===== src/rtl/int_to_fp8_arbiter.sv =====
// Round-robin front end that shares one two-stage int-to-FP8 converter among N_REQ requesters.
// Results are tagged with their source id and buffered in a credit-protected in-order FIFO.
module int_to_fp8_arbiter #(
    parameter int INT_BITS   = 20,
    parameter int N_REQ      = 4,
    parameter int FIFO_DEPTH = 4
) (
    input  logic                          clk,
    input  logic                          reset,
    input  logic [N_REQ-1:0]              req_valid,
    input  logic [N_REQ*INT_BITS-1:0]     req_int,
    output logic [N_REQ-1:0]              req_ready,
    output logic [INT_BITS-1:0]           conv_int,
    input  logic [7:0]                    conv_float8,
    output logic                          res_valid,
    output logic [7:0]                    res_fp8,
    output logic [$clog2(N_REQ)-1:0]      res_id,
    input  logic                          res_ready,
    output logic                          busy
);

    localparam int IDW = $clog2(N_REQ);
    localparam int PW  = $clog2(FIFO_DEPTH);
    localparam int CW  = $clog2(FIFO_DEPTH + 1);

    logic [IDW-1:0] ptr_q, ptr_d;
    logic           tag1_vld_q, tag2_vld_q;
    logic [IDW-1:0] tag1_id_q, tag2_id_q;
    logic [PW-1:0]  wr_ptr_q, wr_ptr_d, rd_ptr_q, rd_ptr_d;
    logic [CW-1:0]  count_q, count_d;

    logic [7:0]     fp_mem [FIFO_DEPTH];
    logic [IDW-1:0] id_mem [FIFO_DEPTH];

    logic           found;
    logic [IDW-1:0] cand;
    logic [IDW-1:0] gnt_id;
    logic [CW:0]    occ;
    logic           credit_ok;
    logic           gnt_any;
    logic           push;
    logic           pop;

    function automatic logic [PW-1:0] ptr_inc(input logic [PW-1:0] p);
        return (p == PW'(FIFO_DEPTH - 1)) ? '0 : p + PW'(1);
    endfunction

    // First valid requester at or after the round-robin pointer.
    always_comb begin
        found  = 1'b0;
        cand   = '0;
        gnt_id = '0;
        for (int k = 0; k < N_REQ; k++) begin
            cand = ptr_q + IDW'(k);
            if (!found && req_valid[cand]) begin
                found  = 1'b1;
                gnt_id = cand;
            end
        end
    end

    // Credit counts buffered entries plus results still inside the converter; a same-cycle pop is not credited.
    always_comb begin
        occ       = {1'b0, count_q} + {{CW{1'b0}}, tag1_vld_q} + {{CW{1'b0}}, tag2_vld_q};
        credit_ok = (occ < (CW + 1)'(FIFO_DEPTH));
        gnt_any   = found && credit_ok && !reset;
        req_ready = gnt_any ? (N_REQ'(1) << gnt_id) : '0;
        conv_int  = gnt_any ? req_int[gnt_id*INT_BITS +: INT_BITS] : '0;
    end

    assign res_valid = (count_q != '0);
    assign res_fp8   = res_valid ? fp_mem[rd_ptr_q] : '0;
    assign res_id    = res_valid ? id_mem[rd_ptr_q] : '0;
    assign busy      = tag1_vld_q || tag2_vld_q || res_valid;

    assign push = tag2_vld_q;
    assign pop  = res_valid && res_ready;

    always_comb begin
        ptr_d    = gnt_any ? gnt_id + IDW'(1) : ptr_q;
        wr_ptr_d = push ? ptr_inc(wr_ptr_q) : wr_ptr_q;
        rd_ptr_d = pop  ? ptr_inc(rd_ptr_q) : rd_ptr_q;
        count_d  = count_q;
        case ({push, pop})
            2'b10:   count_d = count_q + CW'(1);
            2'b01:   count_d = count_q - CW'(1);
            default: count_d = count_q;
        endcase
    end

    always_ff @(posedge clk or posedge reset) begin
        if (reset) begin
            ptr_q      <= '0;
            tag1_vld_q <= 1'b0;
            tag2_vld_q <= 1'b0;
            wr_ptr_q   <= '0;
            rd_ptr_q   <= '0;
            count_q    <= '0;
        end else begin
            ptr_q      <= ptr_d;
            tag1_vld_q <= gnt_any;
            tag2_vld_q <= tag1_vld_q;
            wr_ptr_q   <= wr_ptr_d;
            rd_ptr_q   <= rd_ptr_d;
            count_q    <= count_d;
        end
    end

    // Tag ids and FIFO payload only matter when qualified by the valid/count state above.
    always_ff @(posedge clk) begin
        tag1_id_q <= gnt_id;
        tag2_id_q <= tag1_id_q;
        if (push) begin
            fp_mem[wr_ptr_q] <= conv_float8;
            id_mem[wr_ptr_q] <= tag2_id_q;
        end
    end

endmodule


===== config.mk =====
export PLATFORM = sky130hd
export DESIGN_NAME = int_to_fp8_arbiter
export DESIGN_NICKNAME = d
export VERILOG_FILES = /design/src/rtl/int_to_fp8_arbiter.sv
export SDC_FILE = /design/constraint.sdc
export NUM_CORES = 1
export LEC_CHECK = 0
export ABC_AREA = 1
export CORE_UTILIZATION = 45
export CTS_CLUSTER_DIAMETER = 30
export CTS_CLUSTER_SIZE = 25
export DETAILED_ROUTE_END_ITERATION = 16
export GPL_ROUTABILITY_DRIVEN = 0
export MAX_ROUTING_LAYER = met4
export PLACE_DENSITY = 0.8
export SLEW_MARGIN = 20
export SYNTH_ARGS = -nofsm -noshare
export SYNTH_HDL_FRONTEND = slang
export SYNTH_SLANG_ARGS = --single-unit
export TNS_END_PERCENT = 5

===== constraint.sdc =====
create_clock -name clk -period 2.6 [get_ports clk]
set_clock_uncertainty 0.2 [all_clocks]
set_input_delay 0.52 -clock clk [delete_from_list [all_inputs] [get_ports clk]]
set_output_delay 0.52 -clock clk [all_outputs]
set_load 0.05 [all_outputs]

# After elaboration in Yosys (flattened, before gate mapping)
# Memory sizes are Yosys's and may differ from the RTL's.
# Index checks and enable logic that the tools add are counted.
# totals
reg_bits	15
ramBits	40
inputBits	95
output_inout_bits	36
mem_count	2
# memory_table
name	words	word_bits	read_ports	rd_clocked_by_memory_dff	wr	line_no	source
fp_mem	4	8	1	0	1	32	logic [7:0] fp_mem [FIFO_DEPTH];
id_mem	4	2	1	0	1	33	logic [IDW-1:0] id_mem [FIFO_DEPTH];
# op_classes
n_addsub	10
mul	1
magnitude_cmp	5
eq_ne	4
n_shift	2
muxes	25
n_reduce_logical	14
# ops
cell	n
$shiftx 80x8->20	1
$mux 20	1
$mux 2	7
$lt 2x3->1 const B	4
$mux 1	10
$add 2x1->2 const B	4
$bmux 1 s2	4
$mux 8	1
$eq 2x2->1 const B	3
$logic_and 1x1->1	6
$pmux 3 s2	1
$mul 2x3->5 const B	1
$add 2x2->2 const B	2
$add 3x1->4	1
$add 4x1->4	1
$logic_not 1->1	4
$lt 4x3->1 const B	1
$mux 4	1
$shl 1x2->4 const A	1
$add 3x1->3 const B	1
$reduce_bool 3->1	1
$sub 3x1->3 const B	1
$eq 2x1->1 const B	1
$logic_or 1x1->1	2
$reduce_bool 2->1	1

# Longest topological paths before layout
# Gate-level depths: netlist (run 1).
# logic_depth
ltp_word	15
ltp_mapped	14
depth_no_buf	13

# Least setup slack after synthesis (run 1)
# OpenSTA, ideal clock, no wires.
# synth_timing
path_type	input port to output port
from	in req_valid[3]
to	out conv_int[10]
arrival_time_ps	2237
t_required_ps	1880
setup_slack_ps	-357
cell_stages	10
path_cell_list	inv_1 > nand2_1 > nand3_2 > nand2_2 > nor2_4 > nand4_1 > nand2_1 > buf_2 > nand3_1 > a21oi_1
# synth_between
elab_chain_cells	15
# synth_lines
element	line_no	source
start: declaration	10	input logic [N_REQ-1:0] req_valid,
$bmux 1 s2	55	if (!found && req_valid[cand]) begin
$mux 1 (not written as such)	55	
$mux 1	55	
$logic_not 1->1	55	
$logic_and 1x1->1	55	
$mux 1	55	
$logic_not 1->1	55	
$logic_and 1x1->1	55	
$mux 1	55	
$logic_not 1->1	55	
$logic_and 1x1->1	55	
$mux 2 or $mux 1 (tied branches)	55	
$mul 2x3->5 or $logic_and 1x1->1 (tied branches)	68, 66	
$shiftx 80x8->20 or $logic_and 1x1->1 (tied branches)	68, 66	
$mux 20 *	68	conv_int = gnt_any ? req_int[gnt_id*INT_BITS +: INT_BITS] : '0;
end: declaration	13	output logic [INT_BITS-1:0] conv_int,
# Mark *: on every way between the ends. The rest lies on a longest branch, timed or not. The select of a mux whose other input is x is not followed.

# Final worst setup path (run 1)
# layout_timing
from	reg ptr_q[1]
to	out conv_int[16]
# layout_between
elab_chain_cells	15
# layout_lines
element	line_no	source
start: declaration	26	logic [IDW-1:0] ptr_q, ptr_d;
start signal: assignment	100	ptr_q <= ptr_d;
parallel branches: the longest is 14 deep, another holds $mul 2x3->5	-	
$mux 20 *	68	
# Mark *: on every way between the ends. The select of a mux whose other input is x is not followed.

==> reports/qor.yml, run 1 <==
global_route:
  grt_pass1_wl_mm: 17.0
  grt_pass1_vias: 3779
  antenna_found_initial: 0
  gr-usage-all-layers_pct: 26.6
  grt_remaining_overflow: 0
  grt_start_max_net_pins: 42
timing:
  period_needed_ns: 3.20
  hold_violations: 0
  setup_ws_ns: -0.603
  rsz0062_at_grt: "yes"
  maxSlewViolCount: 0
  relSlewSlack_pct: 68.7
  setup_viol: 24
  tightest_slew_ns: 0.469
  finalCritPeriodShare_pct: 123
  whs_ns: 0.131
  fmax_mhz: 312
synthesis:
  yosysWarnings: 0
  yosysMostFrequentCell: "nand2_1"
  synth.cell_area_sq_um: 3540
  synthCells: 485
  synth-edff-count: 40
  synthFlopType: "edfxtp_1"
  syn_nets: 592
  yosys.area.top_type: "edfxtp_1"
  synthTopCellsByArea: "edfxtp_1 34%, nand2_1 14%, nand3_1 9.3%, dfrtp_1 7.8%, inv_1 7.0%"
  yosysUniqueCellTypes: 23
  synth_top_cell_area_share_pct: 33.9
  synth_area_per_cell_sq_um: 7.31
  synthArstFlopShare_pct: 20.0
  ys_ff_latch: 55
  synthTopCellsByCount: "129 x nand2_1, 66 x inv_1, 66 x nand3_1, 47 x nor2_1, 40 x edfxtp_1"
  seq_area_frac_synth_pct: 43.9
finish:
  nets: 743
  synthToLayoutAreaGrowth_pct: 70.8
  fin_cells: 736
  postLayoutCellArea_sq_um: 6050
  postLayoutCoreUtil_pct: 81.3
  n_antenna_cell: 0
  drive_above_1_share_pct: 27.2
route:
  routed_wirelength_mm: 11.5
  drtIter0Drc: 206
  wire_per_inst_microns: 15.7
  drc: 0
  vias: 3889
  final_antenna_net_count: 0
  firstDrtPassIters: 6
  vias_per_cell: 5.28
critical_path:
  end_kind: "output port"
  rr_startpoint: "ptr_q[1]"
  cp_data_required_time_ns: 1.88
  crit_end: "conv_int[16]"
  worstPathArrival_ns: 2.48
  cp_max_fo: 6
  worstSetupPathType: "reg -> out"
  rr_worst_depth: 13
  crit_start: "ptr_q[1]"
  rrSetupSlack_ns: 0.09
  startpoint_type: "flop"
  reg2reg_to: "ptr_q[1]"
cts:
  cts_buffer_depth: 2
  path_clk_slew_ns: 0.09
  clkLatencyLatePin_ns: 0.31
  htreeDepth: 2
  cts_buffers: 5
  ctsHoldBuffers: 0
  cts_tree: "built"
  cts-root-buf: "clkbuf_8"
  clock_sinks: 55
placed_design:
  placed_area_sq_um: 5380
  place_hpwl_mm: 7.32
  dp_cells: 711
  port-buffer-count: 130
hold_path:
  hold_class: "reg -> reg"
floorplan:
  rows: 31
  die_h_microns: 90.8
  chipWidth_microns: 90.8
  io_pins: 131
  start_util_pct: 47.6
  die-area_sq_um: 8240
  coreArea_sq_um: 7450
run_status:
  outcome: "finished with violations"
  violations: "negative setup slack"
job:
  maxCapViolCount: 0
[cell families (layout without fill, tap and decap cells)]
logic type,count (synthesis),count (layout),share of synthesized area (%)
simple gates,255,256,31.0
buf+inv,98,249,11.3
compound gates,63,63,8.90
flops,55,55,43.9
fa+ha+maj,12,12,4.45
xor+xnor,2,2,0.494
[final cells by class]
class                           instances  area (sq um)
Clock buffer                            5          68.8
Clock inverter                          3          27.5
Fill cell                             439          1390
Inverter                               71           278
Multi-Input combinational cell        333          1970
Sequential cell                        55          1560
Tap cell                               99           124
Timing Repair Buffer                  169          2030
Timing Repair inverter                  1          6.26
[placed cells by master, fill, tap and decap left out, drive strengths merged, types with 30 or more instances in the layout]
cell           instances
nand3                 71
nor2                  48
a21oi                 33
clkdlybuf4s50         90
nand2                134
o21ai                 30
inv                   71
buf                   72
edfxtp                40
[metrics by stage]
| stage | setup slack [ns] | setup TNS (ns) |
|---|---|---|
| after floorplan | -0.125 | -1.76 |
| after global placement | -0.545 | -12.39 |
| after detailed placement | -0.593 | -13.70 |
| after CTS | -0.478 | -10.64 |
| after global routing | -0.679 | -15.21 |
| final | -0.603 | -12.50 |
[registers in the layout (all words and copies together) (netlist names)]
signal      count
push            1
tag1_vld_q      1
id_mem          8
tag2_id_q       2
fp_mem         32
rd_ptr_q        2
tag1_id_q       2
count_q         3
wr_ptr_q        2
ptr_q           2
[critical path, stage by stage, from the launching register on]
cell	delay [ns]
dfrtp_1	0.47
inv_2	0.12
buf_12	0.15
nand3_2	0.09
nand2_2	0.09
nor2_4	0.20
nand3_4	0.15
nand3_4	0.17
clkbuf_16	0.18
nand2_1	0.06
nand2_1	0.07
nand2_1	0.08
a21oi_2	0.19
buf_12	0.16
[repair_timing]
item / CTS / global route
pin swaps: 18 / 37
gates cloned: 2 / 7
endpoints found under the hold margin: 0 / 0
setup buffers: 3 / 5
resized for setup: 30 / 63
setup endpoints to repair: 24 / 25
[metal layers]
| layer | GRT usage (%) | up-vias | part of all wire, % |
|---|---|---|---|
| met5 | - | - | 0 |
| met4 | 7.66 | 0 | 2.0 |
| met3 | 5.89 | 22 | 7.5 |
| met2 | 50.1 | 173 | 53 |
| met1 | 27.3 | 1840 | 37 |
| li1 | - | 1854 | - |
[worst min-delay path by stage]
stage	slack, ns	start	end	cells after the start
global route	0.15	tag1_id_q[0]	tag2_id_q[0]	0
finish	0.13	tag1_id_q[0]	tag2_id_q[0]	0
global placement	0.11	tag1_id_q[1]	tag2_id_q[1]	0
detailed placement	0.12	tag1_id_q[0]	tag2_id_q[0]	0
floorplan	0.11	tag1_id_q[0]	tag2_id_q[0]	0
CTS	0.13	tag1_id_q[0]	tag2_id_q[0]	0
Power of run 1 is left out: the tool's default activity adds up to more than one toggle a clock period on the data nets, which glitch-free logic cannot reach.
==> run 2, diff against run 1 <==
- GPL_TIMING_DRIVEN: unset -> 0
- SKIP_LAST_GASP: unset -> 1
==> run 2 against run 1 <==
  * The run still ends with negative setup slack left
  * Register-to-register slack better by 0.17 ns
  * Cell area down 7.8%
  * Final cell count up 0.14%
  * Via count down 3.0%
  * First-iteration DRC count down 22%
  * Fmax up 2.5%
  * Critical path type unchanged
  * Highest routed layer unchanged
==> reports/qor.yml, run 2 (synthesis gave the netlist of run 1 again) <==
timing:
  rsz0062_at_grt: "yes"
  maxSlewViolCount: 0
  hold_violations: 0
  fmax_mhz: 320
  whs_ns: 0.133
  tightest_slew_ns: 0.577
  finalCritPeriodShare_pct: 120
  setup_viol: 36
  setup_ws_ns: -0.525
  tns_ns: -14.20
  period_needed_ns: 3.13
  relSlewSlack_pct: 61.5
finish:
  largest_register: "fp_mem"
  synthToLayoutAreaGrowth_pct: 57.5
  largest_reg_flops: 32
  seq_area_sq_um: 1560
  multi_input_area_sq_um: 1880
  nets: 744
  reg_top3: "fp_mem (32), id_mem (8), count_q (3)"
  final_common_cell: "nand2_1"
  drive_above_1_share_pct: 21.8
  n_antenna_cell: 0
  fin_cells: 737
  fillCellCount: 530
  postLayoutCoreUtil_pct: 75.0
  final_cell_mix: "112 x nand2_1, 92 x clkdlybuf4s50_1, 61 x inv_1"
critical_path:
  cp_slowest_cell: "dfrtp_1"
  path_cells: "buf_6 -> buf_6 -> nand2_1 -> nand2_1 -> nand2_1 -> nand2_2 -> nand2_4 -> nand2_4 -> nand2_4 -> nand3_4 -> buf_6 -> nand2_1 -> nand3_1 -> a21oi_2 -> buf_6"
  cp_data_required_time_ns: 1.88
  crit_path_max_incr_delay_ns: 0.44
  critPathBufInv: 4
  worstPathArrival_ns: 2.41
  end_kind: "output port"
  cp_max_fo: 6
  critPathTopFamily: "simple AND/OR/NAND/NOR gates"
  worstSetupPathType: "reg -> out"
  startpoint_type: "flop"
run_status:
  outcome: "finished with violations"
  violations: "negative setup slack"
global_route:
  grt_start_max_net_pins: 18
  gr-usage-all-layers_pct: 28.1
  grt_pass1_wl_mm: 17.8
  grt_pass1_vias: 3714
  antenna_found_initial: 0
  grt_remaining_overflow: 0
route:
  final_antenna_net_count: 0
  drc: 0
  vias: 3773
  wire_per_inst_microns: 14.7
  routed_wirelength_mm: 10.8
  drtIter0Drc: 161
  vias_per_cell: 5.12
  firstDrtPassIters: 4
cts:
  clock_sinks: 55
  path_clk_slew_ns: 0.08
  cts_tree: "built"
  cts_buffer_depth: 2
  ctsHoldBuffers: 0
  cts_buffers: 5
  htreeDepth: 2
  cts-root-buf: "clkbuf_8"
  clkLatencyLatePin_ns: 0.31
floorplan:
  chipWidth_microns: 90.8
  coreArea_sq_um: 7450
  io_pins: 131
  die_h_microns: 90.8
  start_util_pct: 47.6
  die-area_sq_um: 8240
  rows: 31
placed_design:
  dp_cells: 714
  place_hpwl_mm: 7.51
  port-buffer-count: 130
job:
  maxCapViolCount: 0
hold_path:
  hold_class: "reg -> reg"
run 2: changes by cell type in the layout (fill, tap and decap cells not counted), moves of 9 or more:
cell | previous run | this run
nand2_1 | 99 | 112
buf_12 | 32 | 0
dlygate4sd2_1 | 4 | 14
nand3_2 | 14 | 5
buf_4 | 30 | 19
buf_6 | 7 | 34
run 2: path summary, 6_finish.rpt:
path	from	slack (ns)	endpoint	cells after the start
setup / recovery	ptr_q[0]	-0.53	conv_int[2]	15
hold / removal	tag1_id_q[1]	0.13	tag2_id_q[1]	0
max in group asynchronous	reset	1.53	ptr_q[1]	2
hold reg to reg	tag1_id_q[1]	0.13	tag2_id_q[1]	0
setup reg to reg	ptr_q[0]	0.26	ptr_q[1]	13
min in group asynchronous	reset	0.35	push	2
run 2: worst reg2reg max path, cell delays in order (launching register included):
cell	delay, ns
dfrtp_1	0.43
buf_6	0.15
buf_6	0.12
nand2_4	0.06
nand3_4	0.07
nand2_4	0.07
nor2_4	0.18
nand3_4	0.17
nand3_4	0.17
buf_6	0.15
inv_4	0.05
ha_4	0.24
nand2_1	0.07
o21ai_0	0.08
run 2: layer usage:
| layer | share of wire [%] | track usage [%] |
|---|---|---|
| met5 | 0 | - |
| met4 | 1.7 | 8.60 |
| met3 | 7.1 | 5.47 |
| met2 | 52 | 49.9 |
| met1 | 39 | 31.9 |
run 2: timing repair:
action                                  4_1_cts  5_1_grt
endpoints found under the setup margin       36       36
pin swaps                                    26        6
resized for setup                           269        8
buffers inserted                              7        0
cloned                                        8        0
run 2: per-stage QoR:
stage / worst slack, ns / instance area (sq um)
6_report: -0.525 / 5580
5_1_grt: -0.619 / 5580
4_1_cts: -0.429 / 5560
3_5_place_dp: -1.29 / 5060
3_3_place_gp: -1.25 / 5060
2_1_floorplan: -0.125 / 3630
run 2: layout make-up:
cell class / instances / area share, %
multi-input cells: 333 / 33.7
well taps: 99 / 2.22
clock buffers: 6 / 1.30
repair buffers: 144 / 25.3
clock inverters: 2 / 0.695
inverters: 71 / 4.91
flip-flops and latches: 55 / 27.9
plain buffers: 27 / 4.03
Power of run 2 is left out for the same reason.
